## src/rtl/i2c_eeprom_backend_pkg.sv

```systemverilog
// Shared constants for the I2C EEPROM backend: byte width, reset fill value
// and FSM state encodings.
package i2c_eeprom_backend_pkg;

  localparam int BYTE_W = 8;
  localparam logic [BYTE_W-1:0] INIT_VAL_DEF = 8'hFF;

  localparam logic [1:0] ST_IDLE   = 2'd0;
  localparam logic [1:0] ST_DATA   = 2'd1;
  localparam logic [1:0] ST_COMMIT = 2'd2;

endpackage

```

## src/rtl/i2c_eeprom_backend_page_buf.sv

```systemverilog
// Page write buffer: 2**PAGE_W bytes with a per-slot valid mask, a random
// write port and a combinational read port used to drain the page.
module i2c_page_buf
  import i2c_eeprom_backend_pkg::*;
#(
  parameter int PAGE_W = 3
) (
  input  logic              clk,
  input  logic              rst,
  input  logic              clr_i,
  input  logic              wr_en_i,
  input  logic [PAGE_W-1:0] wr_off_i,
  input  logic [BYTE_W-1:0] wr_data_i,
  input  logic [PAGE_W-1:0] rd_off_i,
  output logic [BYTE_W-1:0] rd_data_o,
  output logic              rd_valid_o,
  output logic              any_valid_o
);

  localparam int DEPTH = 2**PAGE_W;

  logic [BYTE_W-1:0] data_q [DEPTH];
  logic [DEPTH-1:0]  mask_q;
  logic [DEPTH-1:0]  mask_d;

  // A write in the same cycle as a clear still marks its slot.
  always_comb begin
    mask_d = clr_i ? '0 : mask_q;
    if (wr_en_i) mask_d[wr_off_i] = 1'b1;
  end

  always_ff @(posedge clk) begin
    if (rst) mask_q <= '0;
    else     mask_q <= mask_d;
  end

  always_ff @(posedge clk) begin
    if (wr_en_i) data_q[wr_off_i] <= wr_data_i;
  end

  assign rd_data_o   = data_q[rd_off_i];
  assign rd_valid_o  = mask_q[rd_off_i];
  assign any_valid_o = |mask_q;

endmodule

```

## src/rtl/i2c_eeprom_backend.sv

```systemverilog
// 24Cxx-style byte memory behind an I2C slave: pointer load, paged write
// buffering, commit on STOP/RESTART, auto-incrementing sequential reads.
module i2c_eeprom_backend
  import i2c_eeprom_backend_pkg::*;
#(
  parameter int              ADDR_W   = 8,
  parameter int              PAGE_W   = 3,
  parameter logic [BYTE_W-1:0] INIT_VAL = INIT_VAL_DEF
) (
  input  logic              clk,
  input  logic              rst,
  input  logic              hitar,
  input  logic              flag_start,
  input  logic              flag_restart,
  input  logic              flag_stop,
  input  logic              write_en,
  input  logic [BYTE_W-1:0] write_data,
  input  logic              read_en,
  output logic [BYTE_W-1:0] read_data,
  output logic              busy,
  output logic              commit_done,
  output logic [ADDR_W-1:0] ptr,
  output logic [1:0]        dbg_state
);

  localparam int DEPTH = 2**ADDR_W;
  localparam int PG_W  = ADDR_W - PAGE_W;
  localparam logic [PAGE_W-1:0] LAST_OFF = '1;

  logic [1:0]        state_q, state_d;
  logic [ADDR_W-1:0] ptr_q, ptr_d;
  logic [PG_W-1:0]   page_q, page_d;
  logic [PAGE_W-1:0] off_q, off_d;
  logic [BYTE_W-1:0] mem_q [DEPTH];
  logic [BYTE_W-1:0] read_data_q;

  logic              wr_ok, rd_ok, end_evt;
  logic              buf_clr, buf_wr, mem_we, done_c;
  logic [BYTE_W-1:0] buf_rd_data;
  logic              buf_rd_valid, buf_any;

  // Handshake: write_en/read_en are single-cycle strobes, qualified by hitar;
  // there is no back-pressure, so each accepted strobe acts on this edge.
  assign wr_ok   = hitar & write_en;
  assign rd_ok   = hitar & read_en;
  assign end_evt = flag_stop | flag_restart | flag_start;

  i2c_page_buf #(.PAGE_W(PAGE_W)) u_page_buf (
    .clk         (clk),
    .rst         (rst),
    .clr_i       (buf_clr),
    .wr_en_i     (buf_wr),
    .wr_off_i    (ptr_q[PAGE_W-1:0]),
    .wr_data_i   (write_data),
    .rd_off_i    (off_q),
    .rd_data_o   (buf_rd_data),
    .rd_valid_o  (buf_rd_valid),
    .any_valid_o (buf_any)
  );

  always_comb begin
    state_d = state_q;
    ptr_d   = ptr_q;
    page_d  = page_q;
    off_d   = off_q;
    buf_clr = 1'b0;
    buf_wr  = 1'b0;
    mem_we  = 1'b0;
    done_c  = 1'b0;
    case (state_q)
      ST_IDLE: begin
        if (wr_ok) begin
          ptr_d   = ADDR_W'(write_data);
          buf_clr = 1'b1;
          state_d = ST_DATA;
        end else if (rd_ok) begin
          ptr_d = ptr_q + ADDR_W'(1);
        end
      end
      ST_DATA: begin
        if (wr_ok) begin
          buf_wr = 1'b1;
          ptr_d  = {ptr_q[ADDR_W-1:PAGE_W], ptr_q[PAGE_W-1:0] + PAGE_W'(1)};
        end else if (rd_ok) begin
          ptr_d = ptr_q + ADDR_W'(1);
        end
        // A byte arriving with STOP/RESTART counts toward the commit decision.
        if (end_evt) begin
          if (buf_any || wr_ok) begin
            state_d = ST_COMMIT;
            page_d  = ptr_q[ADDR_W-1:PAGE_W];
            off_d   = '0;
          end else begin
            state_d = ST_IDLE;
          end
        end
      end
      ST_COMMIT: begin
        mem_we = buf_rd_valid;
        off_d  = off_q + PAGE_W'(1);
        if (off_q == LAST_OFF) begin
          done_c  = 1'b1;
          buf_clr = 1'b1;
          state_d = ST_IDLE;
        end
      end
      default: state_d = ST_IDLE;
    endcase
  end

  always_ff @(posedge clk) begin
    if (rst) begin
      state_q <= ST_IDLE;
      ptr_q   <= '0;
      page_q  <= '0;
      off_q   <= '0;
    end else begin
      state_q <= state_d;
      ptr_q   <= ptr_d;
      page_q  <= page_d;
      off_q   <= off_d;
    end
  end

  always_ff @(posedge clk) begin
    if (rst) begin
      for (int i = 0; i < DEPTH; i++) mem_q[i] <= INIT_VAL;
    end else if (mem_we) begin
      mem_q[{page_q, off_q}] <= buf_rd_data;
    end
  end

  always_ff @(posedge clk) begin
    if (rst) read_data_q <= INIT_VAL;
    else     read_data_q <= mem_q[ptr_q];
  end

  assign read_data   = read_data_q;
  assign busy        = (state_q == ST_COMMIT);
  assign commit_done = done_c;
  assign ptr         = ptr_q;
  assign dbg_state   = state_q;

endmodule

```

## config.mk

```make
export PLATFORM = sky130hd
export DESIGN_NAME = i2c_eeprom_backend
export DESIGN_NICKNAME = d
export VERILOG_FILES = /design/src/rtl/i2c_eeprom_backend_pkg.sv /design/src/rtl/i2c_eeprom_backend_page_buf.sv /design/src/rtl/i2c_eeprom_backend.sv
export SDC_FILE = /design/constraint.sdc
export NUM_CORES = 2
export LEC_CHECK = 0
export CAP_MARGIN = 20
export CORE_ASPECT_RATIO = 2
export CORE_MARGIN = 2
export CORE_UTILIZATION = 35
export CTS_CLUSTER_SIZE = 14
export DETAILED_ROUTE_END_ITERATION = 6
export GPL_TIMING_DRIVEN = 0
export PLACE_DENSITY = 0.48
export SYNTH_ARGS = -nofsm -noshare
export SYNTH_HDL_FRONTEND = slang
export SYNTH_SLANG_ARGS = --single-unit
export TNS_END_PERCENT = 50
```

## constraint.sdc

```tcl
create_clock -name clk -period 6 [get_ports clk]
set_input_delay 1.2 -clock clk [delete_from_list [all_inputs] [get_ports clk]]
set_output_delay 1.2 -clock clk [all_outputs]
set_load 0.1 [all_outputs]
```

==> results.md <==
* Clk root buf: clkbuf_16
* Cts bufs inserted at 200
* Syn avg cell area at 14.2 um2
* GP Congestion at 1.03
* Iter 0 DRT Violations at 8101
* Residual DRC at 1
* Fill cell count at 25.6k
* Most Frequent Cell on Critical Path: buf_4
* DIE HEIGHT at 744 um
* Routed WL per cell at 41.3 um
* Clk sinks at 2149
* Vias in the first global route at 64.7k
* Kind of critical path: reg -> reg
* Syn Inst Count at 6764
* Post-layout net count at 7136
* Share of layout cells above drive strength 1 at 20.1%
* VDD IR max at 0.219 mV
* Worst slew margin at 13.1%
* Die ar. at 278000 um2
* Clk_skew at 0.0789 ns
* Crit path cell chain: buf_4 > buf_4 > buf_4 > buf_2 > clkbuf_1 > nand2_1 > nand3_1 > a31oi_1 > a311oi_1 > o32a_1
* Critical-path top delay cell: clkbuf_1
* Fin crit period at 6.06 ns
* Max Slew Vio Count at 0
* Post-CTS resize count at 0
* Fin. Hold Viols at 0
* Synth unique cells at 65
* Max Freq at 0.165 GHz
* Final setup vio count at 3
* Antenna-violating nets left at 0
* Setup bufs post-CTS at 0
* Initial Utilization at 35.2%
* Leakage power at 0.0277 uW
* Final core utilization at 39.7%
* Status: finished with violations
* EDFF count, synth at 2112
* Worst-Skew Late Latency at 0.95 ns
* CP Launch Type: register
* Unrepaired setup endpoints after global routing: no
* CP max stage delay at 0.94 ns
* Syn nets at 6786
* Via Count at 64.6k
* Failing checks: design-rule violations, negative setup slack
* Global-route wire length before repair at 587000 um
* Clock Path Buffers at 4
* Gr ovfl total at 0
* Top-Level Pins at 36
* Required @ worst endpoint at 6.83 ns
* CP max FO at 10
* Critical path capture point type: register
* Hold WC Path Type: reg -> reg
* Largest net degree at the start of global routing at 16
* Tightest Pin Transition at 1.30 ns
* Post-synth top flop: edfxtp_1
* Total track usage at 32.0%
* DR vias/cell at 5.95
* Post-route worst setup slack at -0.0573 ns
* Post-Syn Area at 95800 um2
* Die Width at 374 um
* IO buf count at 34
* YS warnings at 0
* Clock transition at the registers of the reported paths at 0.07 ns
* Critical Path AT at 6.89 ns
* Max-cap violations at 0
* Initial antenna violation count at 50
* Area growth syn-to-layout at 13.0%
* Drt first pass iters at 6
* Post-synth ARST share at 0%
* Sequential area share after synthesis at 67.0%
* Htree depth at 4
* Detailed-route wire length at 449000 um
* Std-Cell Rows at 271
* DP Wirelength at 335000 um
* CORE AREA at 272000 um2
* P per Cell Area at 294 nW/um2
* Period Utilization, post-route at 101%
* Seq cells post-synth at 2149
* # hold bufs at CTS at 0
* Fin Hold WS at 0.531 ns
* CTS tree: yes
-- synth_stat cells (68+ instances only) --
cell type | number | area share [%]
mux2i_1 | 193 | 2.0
a21o_1 | 176 | 1.4
a22oi_1 | 68 | 0.53
buf_2 | 392 | 2.0
nand2_1 | 2175 | 8.5
nor2_4 | 76 | 0.89
o21bai_1 | 87 | 0.68
edfxtp_1 | 2112 | 66
clkbuf_1 | 153 | 0.60
a221oi_1 | 88 | 0.80
mux4_2 | 421 | 9.9
nor2_1 | 170 | 0.67
-- layer usage --
metal  global-route usage (%)  up-vias  routed length (um)
met5                    0.312        -                 152
met4                     32.6       22               55800
met1                     29.2    33343              129000
met3                     8.35     1603               37100
li1                         -    25661                   -
met2                     56.1     4010              227000
-- where the power goes --
group          total [uW]  leakage [uW]  switching (uW)  internal (uW)
logic                2860       0.00970            2180            682
clock network       12400       0.00290            5960           6490
registers           16500        0.0151            40.4          16500
-- flip-flops by register name (all words and copies together), names as in the netlist, named ones only --
signal / flops
mem_q: 2048
ptr: 8
read_data: 8
u_page_buf.mask_q: 8
off_q: 3
dbg_state: 2
page_q: 5
u_page_buf.data_q: 64
-- layout make-up --
class                   instances  area [um2]  share of cell area, %
repair buffers                148        1810                   1.67
plain buffers                 658        3590                   3.32
clock buffers                 267        5410                   5.00
flip-flops and latches       2149       64200                   59.3
clock inverters                84         508                  0.470
multi-input cells            3947       28100                   26.0
well taps                    3549        4440                   4.11
inverters                      10        37.5                 0.0347
diodes                         52         130                  0.120
-- through the flow --
stage                     setup TNS (ns)  total power (uW)  area [um2]  std cells  worst slack (ns)
final                             -0.122             31800      108000      10864           -0.0573
after global routing                   0             32200      108000      10840             0.256
after CTS                              0             31700      108000      10800             0.447
after detailed placement               0             19600      102000      10449             0.490
after global placement                 0             19500      101000      10347            0.0734
after floorplan                        0             18100       95800       6764              1.96
-- worst max-delay path, delay by kind of cell, from the launching register on --
kind / cells / cell delay [ns]
compound gates: 3 / 1.44
buf+inv: 5 / 3.16
simple gates: 2 / 0.45
flops: 1 / 0.81
-- cells by family after synthesis --
kind of cell | Yosys count | synth area share [%]
xor gates and xnor gates | 4 | 0.0366
muxes | 664 | 12.7
AOI/OAI and AO/OA | 677 | 5.21
buffers and inverters | 668 | 3.76
and+or+nand+nor | 2596 | 11.2
adders and majority gates | 6 | 0.0784
DFF | 2149 | 67.0
-- worst paths after layout --
path                             start              endpoint  cells after the start  slack [ns]
setup / recovery                ptr[2]          read_data[5]                     10       -0.06
hold / removal    u_page_buf.mask_q[3]  u_page_buf.mask_q[3]                      2        0.53
setup reg to reg                ptr[2]          read_data[5]                     10       -0.06
hold reg to reg   u_page_buf.mask_q[3]  u_page_buf.mask_q[3]                      2        0.53
-- placed cells by master (no fill, tap or decap), types with 79 or more instances in the layout --
master and n:
nand2_1 2175, edfxtp_1 2112, mux4_2 421, buf_2 394, clkbuf_16 206, mux2i_1 193
clkbuf_1 188, a21o_1 176, nor2_1 170, buf_4 91, a221oi_1 88, o21bai_1 79
Note: power is estimated with default switching activity, not from simulation.
